<file path="config.mk">
export PLATFORM = sky130hd
export DESIGN_NAME = spi_flash_responder
export DESIGN_NICKNAME = d
export VERILOG_FILES = /design/src/rtl/spi_flash_pkg.sv /design/src/rtl/spi_pin_sync.sv /design/src/rtl/spi_flash_responder.sv
export SDC_FILE = /design/constraint.sdc
export NUM_CORES = 1
export LEC_CHECK = 0
export CAP_MARGIN = 5
export CORE_ASPECT_RATIO = 0.5
export CORE_MARGIN = 2
export CORE_UTILIZATION = 50
export CTS_BUF_LIST = sky130_fd_sc_hd__clkbuf_16
export CTS_CLUSTER_DIAMETER = 60
export DETAILED_ROUTE_END_ITERATION = 16
export PLACE_DENSITY_LB_ADDON = 0.2
export REMOVE_ABC_BUFFERS = 1
export SLEW_MARGIN = 20
export SYNTH_ARGS = -nofsm -noshare
export SYNTH_HDL_FRONTEND = slang
export SYNTH_SLANG_ARGS = --single-unit
</file>
<file path="constraint.sdc">
create_clock -name clk -period 1.9 [get_ports clk]
set_input_delay 0.475 -clock clk [delete_from_list [all_inputs] [get_ports clk]]
set_output_delay 0.475 -clock clk [all_outputs]
set_load 0.01 [all_outputs]
</file>
<file path="src/rtl/spi_flash_pkg.sv">
// Shared types and command codes for the SPI boot-flash responder.
package spi_flash_pkg;

  typedef enum logic [2:0] {
    IDLE,
    CMD,
    ADDR,
    DATA,
    STAT,
    ID,
    IGNORE
  } state_t;

  localparam logic [7:0] CMD_READ = 8'h03;
  localparam logic [7:0] CMD_RDSR = 8'h05;
  localparam logic [7:0] CMD_RDID = 8'h9F;

  function automatic state_t decode_cmd(input logic [7:0] cmd);
    case (cmd)
      CMD_READ: return ADDR;
      CMD_RDSR: return STAT;
      CMD_RDID: return ID;
      default:  return IGNORE;
    endcase
  endfunction

endpackage

</file>
<file path="src/rtl/spi_pin_sync.sv">
// Two-flop synchronizer for one asynchronous SPI pin, plus a history flop
// that turns the synchronized level into single-cycle rise/fall pulses.
module spi_pin_sync (
  input  logic clk,
  input  logic reset,
  input  logic pin,
  output logic level,
  output logic rise,
  output logic fall
);

  logic [2:0] sync_q;

  always_ff @(posedge clk) begin
    // NOTE: reset preloads the live pin level so no phantom edge appears when
    // reset releases while the pin is already low (e.g. cs_n held mid-transfer).
    if (reset) sync_q <= {3{pin}};
    else       sync_q <= {sync_q[1:0], pin};
  end

  assign level = sync_q[1];
  assign rise  = sync_q[1] & ~sync_q[2];
  assign fall  = ~sync_q[1] & sync_q[2];

endmodule

</file>
<file path="src/rtl/spi_flash_responder.sv">
// SPI mode-0 slave emulating a boot flash: READ (0x03), RDSR (0x05) and
// RDID (0x9F), served from an external ROM with one cycle of read latency.
module spi_flash_responder
  import spi_flash_pkg::*;
#(
  parameter int          ADDR_W   = 24,
  parameter int          ROM_AW   = 12,
  parameter logic [23:0] JEDEC_ID = 24'hEF4018
) (
  input  logic              clk,
  input  logic              reset,
  input  logic              spi_cs_n,
  input  logic              spi_sclk,
  input  logic              spi_mosi,
  output logic              spi_miso,
  output logic              mem_rd_en,
  output logic [ROM_AW-1:0] mem_addr,
  input  logic [7:0]        mem_rdata,
  output logic              busy
);

  localparam int CNT_W = $clog2(ADDR_W);

  logic cs_level_unused, cs_rise, cs_fall;
  logic sclk_level_unused, sclk_rise, sclk_fall;
  logic mosi, mosi_rise_unused, mosi_fall_unused;

  spi_pin_sync u_sync_cs (
    .clk   (clk),
    .reset (reset),
    .pin   (spi_cs_n),
    .level (cs_level_unused),
    .rise  (cs_rise),
    .fall  (cs_fall)
  );

  spi_pin_sync u_sync_sclk (
    .clk   (clk),
    .reset (reset),
    .pin   (spi_sclk),
    .level (sclk_level_unused),
    .rise  (sclk_rise),
    .fall  (sclk_fall)
  );

  spi_pin_sync u_sync_mosi (
    .clk   (clk),
    .reset (reset),
    .pin   (spi_mosi),
    .level (mosi),
    .rise  (mosi_rise_unused),
    .fall  (mosi_fall_unused)
  );

  state_t            state;
  logic [CNT_W-1:0]  bit_cnt;
  logic [6:0]        cmd_sr;
  logic [ROM_AW-2:0] addr_sr;
  logic [ROM_AW-1:0] addr;
  logic [7:0]        tx_sr;
  logic [7:0]        nxt_byte;
  logic [1:0]        id_cnt;
  logic              rd_pend;
  logic [7:0]        resp_byte;

  // Byte to start shifting out on the first falling edge of each response byte.
  always_comb begin
    // NOTE: assigning a default before the case keeps this purely
    // combinational; a missed branch would otherwise infer a latch.
    resp_byte = 8'h00;
    case (state)
      DATA: resp_byte = nxt_byte;
      ID: begin
        case (id_cnt)
          2'd0:    resp_byte = JEDEC_ID[23:16];
          2'd1:    resp_byte = JEDEC_ID[15:8];
          2'd2:    resp_byte = JEDEC_ID[7:0];
          default: resp_byte = 8'h00;
        endcase
      end
      default: resp_byte = 8'h00;
    endcase
  end

  // NOTE: every register below uses non-blocking assignment so all state
  // updates see pre-edge values regardless of statement order.
  always_ff @(posedge clk) begin
    if (reset) begin
      state     <= IDLE;
      bit_cnt   <= '0;
      cmd_sr    <= '0;
      addr_sr   <= '0;
      addr      <= '0;
      tx_sr     <= '0;
      nxt_byte  <= '0;
      id_cnt    <= '0;
      rd_pend   <= 1'b0;
      spi_miso  <= 1'b0;
      mem_rd_en <= 1'b0;
      mem_addr  <= '0;
      busy      <= 1'b0;
    end else begin
      mem_rd_en <= 1'b0;
      rd_pend   <= mem_rd_en;
      if (rd_pend) nxt_byte <= mem_rdata;

      // Deselect takes priority over any sclk edge seen in the same cycle.
      if (state != IDLE && cs_rise) begin
        state    <= IDLE;
        busy     <= 1'b0;
        spi_miso <= 1'b0;
        bit_cnt  <= '0;
        cmd_sr   <= '0;
        addr_sr  <= '0;
        tx_sr    <= '0;
        id_cnt   <= '0;
      end else begin
        case (state)
          IDLE: begin
            busy <= 1'b0;
            if (cs_fall) begin
              state    <= CMD;
              busy     <= 1'b1;
              spi_miso <= 1'b0;
              bit_cnt  <= '0;
            end
          end

          CMD: begin
            if (sclk_rise) begin
              cmd_sr <= {cmd_sr[5:0], mosi};
              if (bit_cnt == CNT_W'(7)) begin
                state   <= decode_cmd({cmd_sr, mosi});
                bit_cnt <= '0;
                id_cnt  <= '0;
              end else begin
                bit_cnt <= bit_cnt + CNT_W'(1);
              end
            end
          end

          // Only the low ROM_AW address bits survive the shift register.
          ADDR: begin
            if (sclk_rise) begin
              addr_sr <= {addr_sr[ROM_AW-3:0], mosi};
              if (bit_cnt == CNT_W'(ADDR_W - 1)) begin
                addr      <= {addr_sr, mosi};
                mem_addr  <= {addr_sr, mosi};
                mem_rd_en <= 1'b1;
                state     <= DATA;
                bit_cnt   <= '0;
              end else begin
                bit_cnt <= bit_cnt + CNT_W'(1);
              end
            end
          end

          DATA, STAT, ID: begin
            if (sclk_fall) begin
              if (bit_cnt[2:0] == 3'd0) begin
                spi_miso <= resp_byte[7];
                tx_sr    <= {resp_byte[6:0], 1'b0};
                if (state == ID && id_cnt != 2'd3) id_cnt <= id_cnt + 2'd1;
              end else begin
                spi_miso <= tx_sr[7];
                tx_sr    <= {tx_sr[6:0], 1'b0};
              end
              bit_cnt <= bit_cnt + CNT_W'(1);
            end else if (sclk_rise && state == DATA && bit_cnt[2:0] == 3'd4) begin
              // Mid-byte prefetch leaves the next byte ready well before its first fall.
              addr      <= addr + ROM_AW'(1);
              mem_addr  <= addr + ROM_AW'(1);
              mem_rd_en <= 1'b1;
            end
          end

          IGNORE: spi_miso <= 1'b0;

          default: state <= IDLE;
        endcase
      end
    end
  end

endmodule
</file>
## After elaboration in Yosys (flattened, before gate mapping)

Index checks and enable logic that the tools add are counted.

- Word-level logic and storage cells: 117
- Output and inout bits: 15
- Flip-flop bits (word level): 68

- Multiplexer cells: 41
- $add $sub $neg: 3
- Bitwise logic cells: 10
- Reductions and logical operators: 23
- Equality and inequality tests: 25

Operator list:

| kind | number |
|---|---|
| $mux W12 | 4 |
| $mux W5 | 6 |
| $pmux W12 S2 | 1 |
| $pmux W8 S3 | 1 |
| $ne A2 B2 Y1 const B | 11 |
| $mux W3 | 7 |
| $pmux W5 S4 | 1 |
| $reduce_and A6 Y1 | 3 |
| $pmux W8 S2 | 1 |
| $add A12 B1 Y12 const B | 1 |
| $eq A3 B3 Y1 const B | 4 |
| $mux W2 | 6 |
| $pmux W3 S4 | 1 |
| $pmux W3 S3 | 1 |
| $eq A8 B2 Y1 const B | 1 |
| $eq A8 B3 Y1 const B | 1 |
| $eq A8 B8 Y1 const B | 1 |
| $mux W1 | 8 |
| $mux W8 | 1 |
| $eq A3 B2 Y1 const B | 2 |
| $logic_not A3 Y1 | 2 |
| $not A1 Y1 | 6 |
| $reduce_and A2 Y1 | 3 |
| $reduce_bool A3 Y1 | 2 |
| 20 further kinds | 27 |

## Longest topological paths before layout

Gate-level depths: netlist of the first run.

- Word-level depth: 7
- Gate-level depth with buffers: 8
- Gate-level depth less buffers: 7

## Cells and area by module

From an unflattened synthesis of the first run, not the netlist that was laid out.

- Cell total of the unflattened synthesis: 399
- Area total of the unflattened synthesis: 3,510.9 um^2

By module, submodules not included:

| module | sequential area each (um^2) | instances | cells an instance | area an instance (um^2) |
|---|---|---|---|---|
| spi_flash_responder | 1,181.1 | 1 | 378 | 3,225.6 |
| spi_pin_sync | 60.1 | 3 | 7 | 95.1 |

## Least setup slack after synthesis of the first run

Ideal clock, no wire load.

- Kind: reg-to-reg
- Start point: reg bit_cnt[0]
- End point: reg bit_cnt[3]
- Arrival: 1.576 ns
- Slack: 0.236 ns
- Clock period less this slack: 1.664 ns
- Path buffers: 0
- Setup time: 0.088 ns
- Stages on the path, launching flop included: 7
- Cells stage by stage: dfxtp_1 > ha_1 > nor4bb_2 > a221oi_2 > and2b_1 > nand2b_4 > o32ai_2

- Cells in the longest elaborated chain, start to end: 4
- Elaborated cells between the ends (all ways): 9
- Classes of those cells: 1 x add/sub; 2 x eq/ne; 6 x mux

Ends and longest elaborated chain:

| what | line | RTL |
|---|---|---|
| start, declared | spi_flash_responder.sv:56 | `logic [CNT_W-1:0] bit_cnt;` |
| start signal, assigned | spi_flash_responder.sv:137 | `bit_cnt <= bit_cnt + CNT_W'(1);` |
| start signal, assigned | spi_flash_responder.sv:153 | `bit_cnt <= bit_cnt + CNT_W'(1);` |
| start signal, assigned | spi_flash_responder.sv:168 | `bit_cnt <= bit_cnt + CNT_W'(1);` |
| $add A5 B1 Y5, or another cell as far along | spi_flash_responder.sv:137, spi_flash_responder.sv:153, spi_flash_responder.sv:168 |  |
| $mux W5, on equally long branches | spi_flash_responder.sv:146, spi_flash_responder.sv:132 |  |
| $mux W5, on equally long branches | spi_flash_responder.sv:144, spi_flash_responder.sv:130 |  |
| $pmux W5 S4 (*) | spi_flash_responder.sv:118 | `case (state)` |

Mark *: on every way between the ends. The rest lies on a longest branch, timed or not. The select of a mux whose other input is x is not followed.
A chain may end at the register's enable or synchronous reset.

==> results of run 1 <==
==> worst paths after layout <==
| check | start | end | slack [ns] | cells past startpoint |
|---|---|---|---|---|
| max | addr[0] | mem_addr[0] | 0.07 | 1 |
| min | u_sync_sclk.sync_q[0] | u_sync_sclk.sync_q[1] | 0.45 | 2 |
| max reg2reg | bit_cnt[1] | addr[5] | 0.11 | 7 |
| min reg2reg | u_sync_sclk.sync_q[0] | u_sync_sclk.sync_q[1] | 0.45 | 2 |
==> metal layers <==
| metal | global-route usage [%] | up-vias |
|---|---|---|
| met4 | 6.46 | 0 |
| met1 | 27.4 | 1388 |
| met3 | 7.59 | 7 |
| met2 | 40.1 | 60 |
| met5 | 0 | - |
| li1 | - | 1430 |
==> cells by family (layout without fill, tap and decap cells) <==
| kind of cell | count (synthesis) | count (layout) |
|---|---|---|
| AO/OA/AOI/OAI | 92 | 92 |
| flip-flops | 67 | 67 |
| adder cells (fa/ha/maj) | 8 | 8 |
| AND/OR/NAND/NOR | 148 | 148 |
| buffers and inverters | 37 | 84 |
| multiplexers | 29 | 29 |
==> placed cells by master, fill, tap and decap left out, drive strengths merged, types with 9 or more instances in the layout <==
| master | instances |
|---|---|
| a21oi | 28 |
| buf | 27 |
| clkbuf | 9 |
| clkdlybuf4s50 | 27 |
| dfxtp | 67 |
| inv | 15 |
| mux2i | 28 |
| nand2 | 30 |
| nand2b | 10 |
| nand3 | 13 |
| nor2 | 50 |
| o21ai | 27 |
| or3 | 9 |
==> layout make-up <==
type / instances / area (sq um) / share of cell area [%]
multi-input cells: 277 / 1820 / 44.3
flip-flops and latches: 67 / 1350 / 32.8
repair buffers: 54 / 485 / 11.8
clock buffers: 9 / 225 / 5.48
well taps: 88 / 110 / 2.68
clock inverters: 7 / 67.6 / 1.65
inverters: 14 / 52.6 / 1.28
==> sequential cells by signal, indices dropped and copies added (netlist names), 2 cells and up <==
| name | cells |
|---|---|
| u_sync_cs.sync_q | 3 |
| tx_sr | 7 |
| id_cnt | 2 |
| bit_cnt | 5 |
| state | 3 |
| cmd_sr | 7 |
| u_sync_mosi.sync_q | 2 |
| addr_sr | 11 |
| nxt_byte | 8 |
| u_sync_sclk.sync_q | 3 |
| addr | 12 |
==> through the flow <==
step	hold slack (ns)	util (%)	setup slack (ns)	instance area (sq um)
after CTS	0.447	65.3	0.0152	4070
after floorplan	0.415	-	-0.638	3180
final	0.448	65.9	0.0728	4110
after global routing	0.466	65.9	-0.0101	4110
after global placement	0.422	60.6	0.0882	3770
after detailed placement	0.434	60.6	0.0490	3770
==> power groups by stage <==
| stage | Sequential, mW | Combinational (mW) | Clock (mW) |
|---|---|---|---|
| 4_1_cts | 1.54 | 0.999 | 1.64 |
| 6_report | 1.55 | 1.06 | 1.61 |
| 3_5_place_dp | 1.57 | 0.992 | 0 |
| 2_1_floorplan | 1.57 | 0.593 | 0 |
| 3_3_place_gp | 1.57 | 0.967 | 0 |
| 5_1_grt | 1.56 | 1.16 | 1.72 |
==> timing repair <==
action	in CTS	in global routing
setup endpoints to repair	0	19
buffers inserted	0	1
hold endpoints to repair	0	0
resized for setup	0	8
==> flow_summary.yaml, run 1 <==
critical_path:
  endpoint_kind: "primary output"
  critical_path_required_ns: 1.42
  crit_family: "buffers and inverters"
  worstSetupPathType: "flop to primary output"
  worst-path-max-fanout: 6
  path_buf_inv: 1
  start_kind: "flop"
  arrival_ns: 1.35
  slowest_stage: "clkdlybuf4s50_1"
  path_cells: "clkdlybuf4s50_1"
  max_stage_delay_ns: 0.59
timing:
  slew_viol_final: 0
  max_freq_mhz: 547
  post-route-min-period_ns: 1.83
  finalSetupViolCount: 0
  worst_slew_pin_slew_ns: 0.600
  hold_viol: 0
  tns_ns: 0
  max_slew_margin_pct: 60.0
  fin_skew_ns: 0.00713
  finalCritPeriodShare_pct: 96.2
final_layout:
  n_antenna_cell: 0
  synthToLayoutAreaGrowth_pct: 24.0
  fin_nets: 444
  layout-drive-gt1-share_pct: 15.4
  stdcell_count: 516
  fillers: 499
logic_synthesis:
  synth_area_leaders: "dfxtp_1, mux2i_1, nor2_1, a21oi_1, o21ai_0"
  ys_ff_latch: 67
  synthSimpleGateAreaFrac_pct: 23.6
  yosys.area.top_type_share_pct: 40.5
  synth_edf_count: 0
  synth_xor_area_share_pct: 0
  yosys-top-cells-count: "dfxtp_1, nor2_1, nand2_1, a21oi_1, mux2i_1"
  synth_top_family_by_area: "simple AND/OR/NAND/NOR gates"
  yosysUniqueCellTypes: 60
  syn_avg_cell_area_sq_um: 8.69
  ys.flop_type: "dfxtp_1"
  muxShareOfSynthArea_pct: 8.81
  syn_area_sq_um: 3310
  synth_warnings: 0
  synth.most_common_cell: "dfxtp_1"
  async_reset_ff_share_pct: 0
  synth-compound-area-share_pct: 18.6
  synthCells: 381
  synth-seq-area-share_pct: 40.5
  synth_top_cell_by_area: "dfxtp_1"
  synth_fa_ha_area_share_pct: 3.02
clock_network:
  tritoncts: "done"
  clk_path_buf_depth: 2
  htreeDepth: 3
  clk_latency_ns: 0.33
  clk_pin_slew_ns: 0.06
  clock_sinks: 67
  hold_buffers: 0
  cts_root_buf: "clkbuf_16"
  numCtsBuffers: 9
drt:
  dr.pass1.iters: 4
  via_per_inst: 5.59
  met1Wirelength_um: 3550
  top_layer: "met4"
  routed_wl_um: 7630
  wl_met2_um: 3640
  wl_met3_um: 367
  drcViolationCount: 0
  antenna_left: 0
  dr_total_vias: 2885
  first_iter_violations: 116
  wl_per_cell_um: 14.8
pwr:
  power.internal_mw: 2.93
  combPwrFrac_pct: 25.2
  peakVddDrop_mv: 0.444
  p_sw_share_pct: 30.5
  p_leak_nw: 1.50
  p_seq_share_pct: 36.7
  pwr_density_cell_nw_per_um2: 1030
  power_frac_clock_pct: 38.1
  netSwitchingPower_mw: 1.29
  total_power_mw: 4.22
grt:
  grt_pass1_wl_um: 12800
  grt-ovfl-total: 0
  globalRouteTotalUtil_pct: 22.7
  first_global_vias: 2755
  antenna_found_initial: 0
  grt_max_degree: 24
die:
  die_h_um: 61.5
  pin_count: 28
  core_sq_um: 6230
  start_util_pct: 53.1
  die_w_um: 119
  dieArea_sq_um: 7330
  fp-row-count: 20
hold_path:
  hold_class: "flop to flop"
status:
  status: "finished, final reports clean"
placed_design:
  numPortBuffers: 27
  dp.cells: 499
  gp_congestion: 0.878
  dp_hpwl_um: 5560
run:
  cap_violations: 0
Note: power is estimated with default switching activity, not from simulation.
==> inputs of run 2 (changes only) <==
CORE_UTILIZATION = 30   (was 50)
PLACE_DENSITY_LB_ADDON = 0.12   (was 0.2)
==> run 2 against run 1 <==
Effect of this change: sequential power hardly changed; non-clock buffer count is 5 higher; final area is 2.7% higher.
==> flow_summary.yaml, run 2 (synthesized netlist as in run 1, its figures left out) <==
status:
  status: "finished, final reports clean"
clock_network:
  tritoncts: "done"
  clk_pin_slew_ns: 0.06
  clk_latency_ns: 0.34
  htreeDepth: 3
  hold_buffers: 0
  clock_sinks: 67
  cts_root_buf: "clkbuf_16"
  numCtsBuffers: 9
  clk_path_buf_depth: 2
critical_path:
  worst-path-max-fanout: 6
  endpoint_kind: "primary output"
  path_buf_inv: 1
  max_stage_delay_ns: 0.59
  start_kind: "flop"
  arrival_ns: 1.36
  critical_path_required_ns: 1.42
  path_cells: "clkdlybuf4s50_1"
  slowest_stage: "clkdlybuf4s50_1"
  worstSetupPathType: "flop to primary output"
  crit_family: "buffers and inverters"
final_layout:
  synthToLayoutAreaGrowth_pct: 27.4
  stdcell_area_sq_um: 4220
  fin_nets: 449
  n_antenna_cell: 0
  top_regs: "addr: 12 flops, addr_sr: 11 flops, nxt_byte: 8 flops"
  final_common_cell: "dfxtp_1"
  stdcell_count: 578
  final_cell_mix: "dfxtp_1, nor2_1, buf_4, nand2_1"
  largest_register_ffs: 12
  layout-drive-gt1-share_pct: 16.2
  regMostFlops: "addr"
grt:
  grt_max_degree: 24
  grt-ovfl-total: 0
  first_global_vias: 2773
  antenna_found_initial: 0
  grt_pass1_wl_um: 13600
  globalRouteTotalUtil_pct: 14.4
timing:
  max_slew_margin_pct: 69.6
  grt_setup_unrepaired: "no"
  max_freq_mhz: 546
  fin_ws_ns: 0.0685
  finalSetupViolCount: 0
  worst_slew_pin_slew_ns: 0.455
  fin_skew_ns: 0.0110
  hold_viol: 0
  finalCritPeriodShare_pct: 96.4
  tns_ns: 0
  slew_viol_final: 0
  post-route-min-period_ns: 1.83
placed_design:
  dpl_cell_area_sq_um: 3870
  dp_hpwl_um: 6070
  place_ws_ns: 0.00179
  gp_congestion: 0.787
  dp.cells: 560
  numPortBuffers: 27
drt:
  antenna_left: 0
  wl_per_cell_um: 14.1
  via_per_inst: 4.92
  drcViolationCount: 0
  first_iter_violations: 172
  dr_total_vias: 2842
  routed_wl_um: 8160
  dr.pass1.iters: 5
die:
  core_sq_um: 10900
  fp-row-count: 27
  die_h_um: 78.3
  die_w_um: 153
  dieArea_sq_um: 11900
  start_util_pct: 30.4
  pin_count: 28
run:
  cap_violations: 0
pwr:
  p_leak_nw: 1.52
  peakVddDrop_mv: 0.383
  pwr_density_cell_nw_per_um2: 1030
hold_path:
  hold_class: "flop to flop"
==> run 2: power breakdown <==
part	internal, mW	total (mW)	switching, mW
combinational	0.540	1.17	0.631
sequential	1.46	1.54	0.0733
clock	1.01	1.65	0.638
==> run 2: worst min-delay path, stage by stage, from the launching register on <==
cell	delay (ns)
dfxtp_1	0.29
inv_1	0.04
o21ai_0	0.06
==> run 2: cell type report <==
| cell class | count | area, sq um |
|---|---|---|
| Tap cell | 145 | 181 |
| Clock buffer | 9 | 225 |
| Clock inverter | 7 | 70.1 |
| Inverter | 14 | 52.6 |
| Timing Repair Buffer | 59 | 523 |
| Sequential cell | 67 | 1350 |
| Multi-Input combinational cell | 277 | 1820 |
| Fill cell | 1085 | 6660 |
==> run 2: stage by stage <==
step	power (mW)	util, %	hold slack, ns
3_3_place_gp	2.62	35.6	0.422
3_5_place_dp	2.64	35.6	0.431
4_1_cts	4.33	38.4	0.435
2_1_floorplan	2.17	-	0.415
6_report	4.35	38.8	0.432
5_1_grt	4.59	38.8	0.471
==> run 2: what timing repair did <==
item                       in CTS  in global routing
setup buffers                   1                  1
setup endpoints to repair       1                 19
gates resized for setup         0                  9
pin swaps                       1                  2
==> run 2: worst paths after layout <==
check / slack [ns] / startpoint / cells past startpoint / to
max reg2reg: 0.09 / state[2] / 7 / bit_cnt[3]
min reg2reg: 0.43 / u_sync_sclk.sync_q[0] / 2 / u_sync_sclk.sync_q[1]
max: 0.07 / addr[0] / 1 / mem_addr[0]
min: 0.43 / u_sync_sclk.sync_q[0] / 2 / u_sync_sclk.sync_q[1]
==> run 2: per-layer routing <==
metal  vias to the layer above  GRT usage, %  routed length [um]
met5                         -             0                   0
met1                      1340          18.9                4210
met2                        56          22.5                3550
met3                         6          4.91                 324
li1                       1440             -                   -
met4                         0          4.26                  73
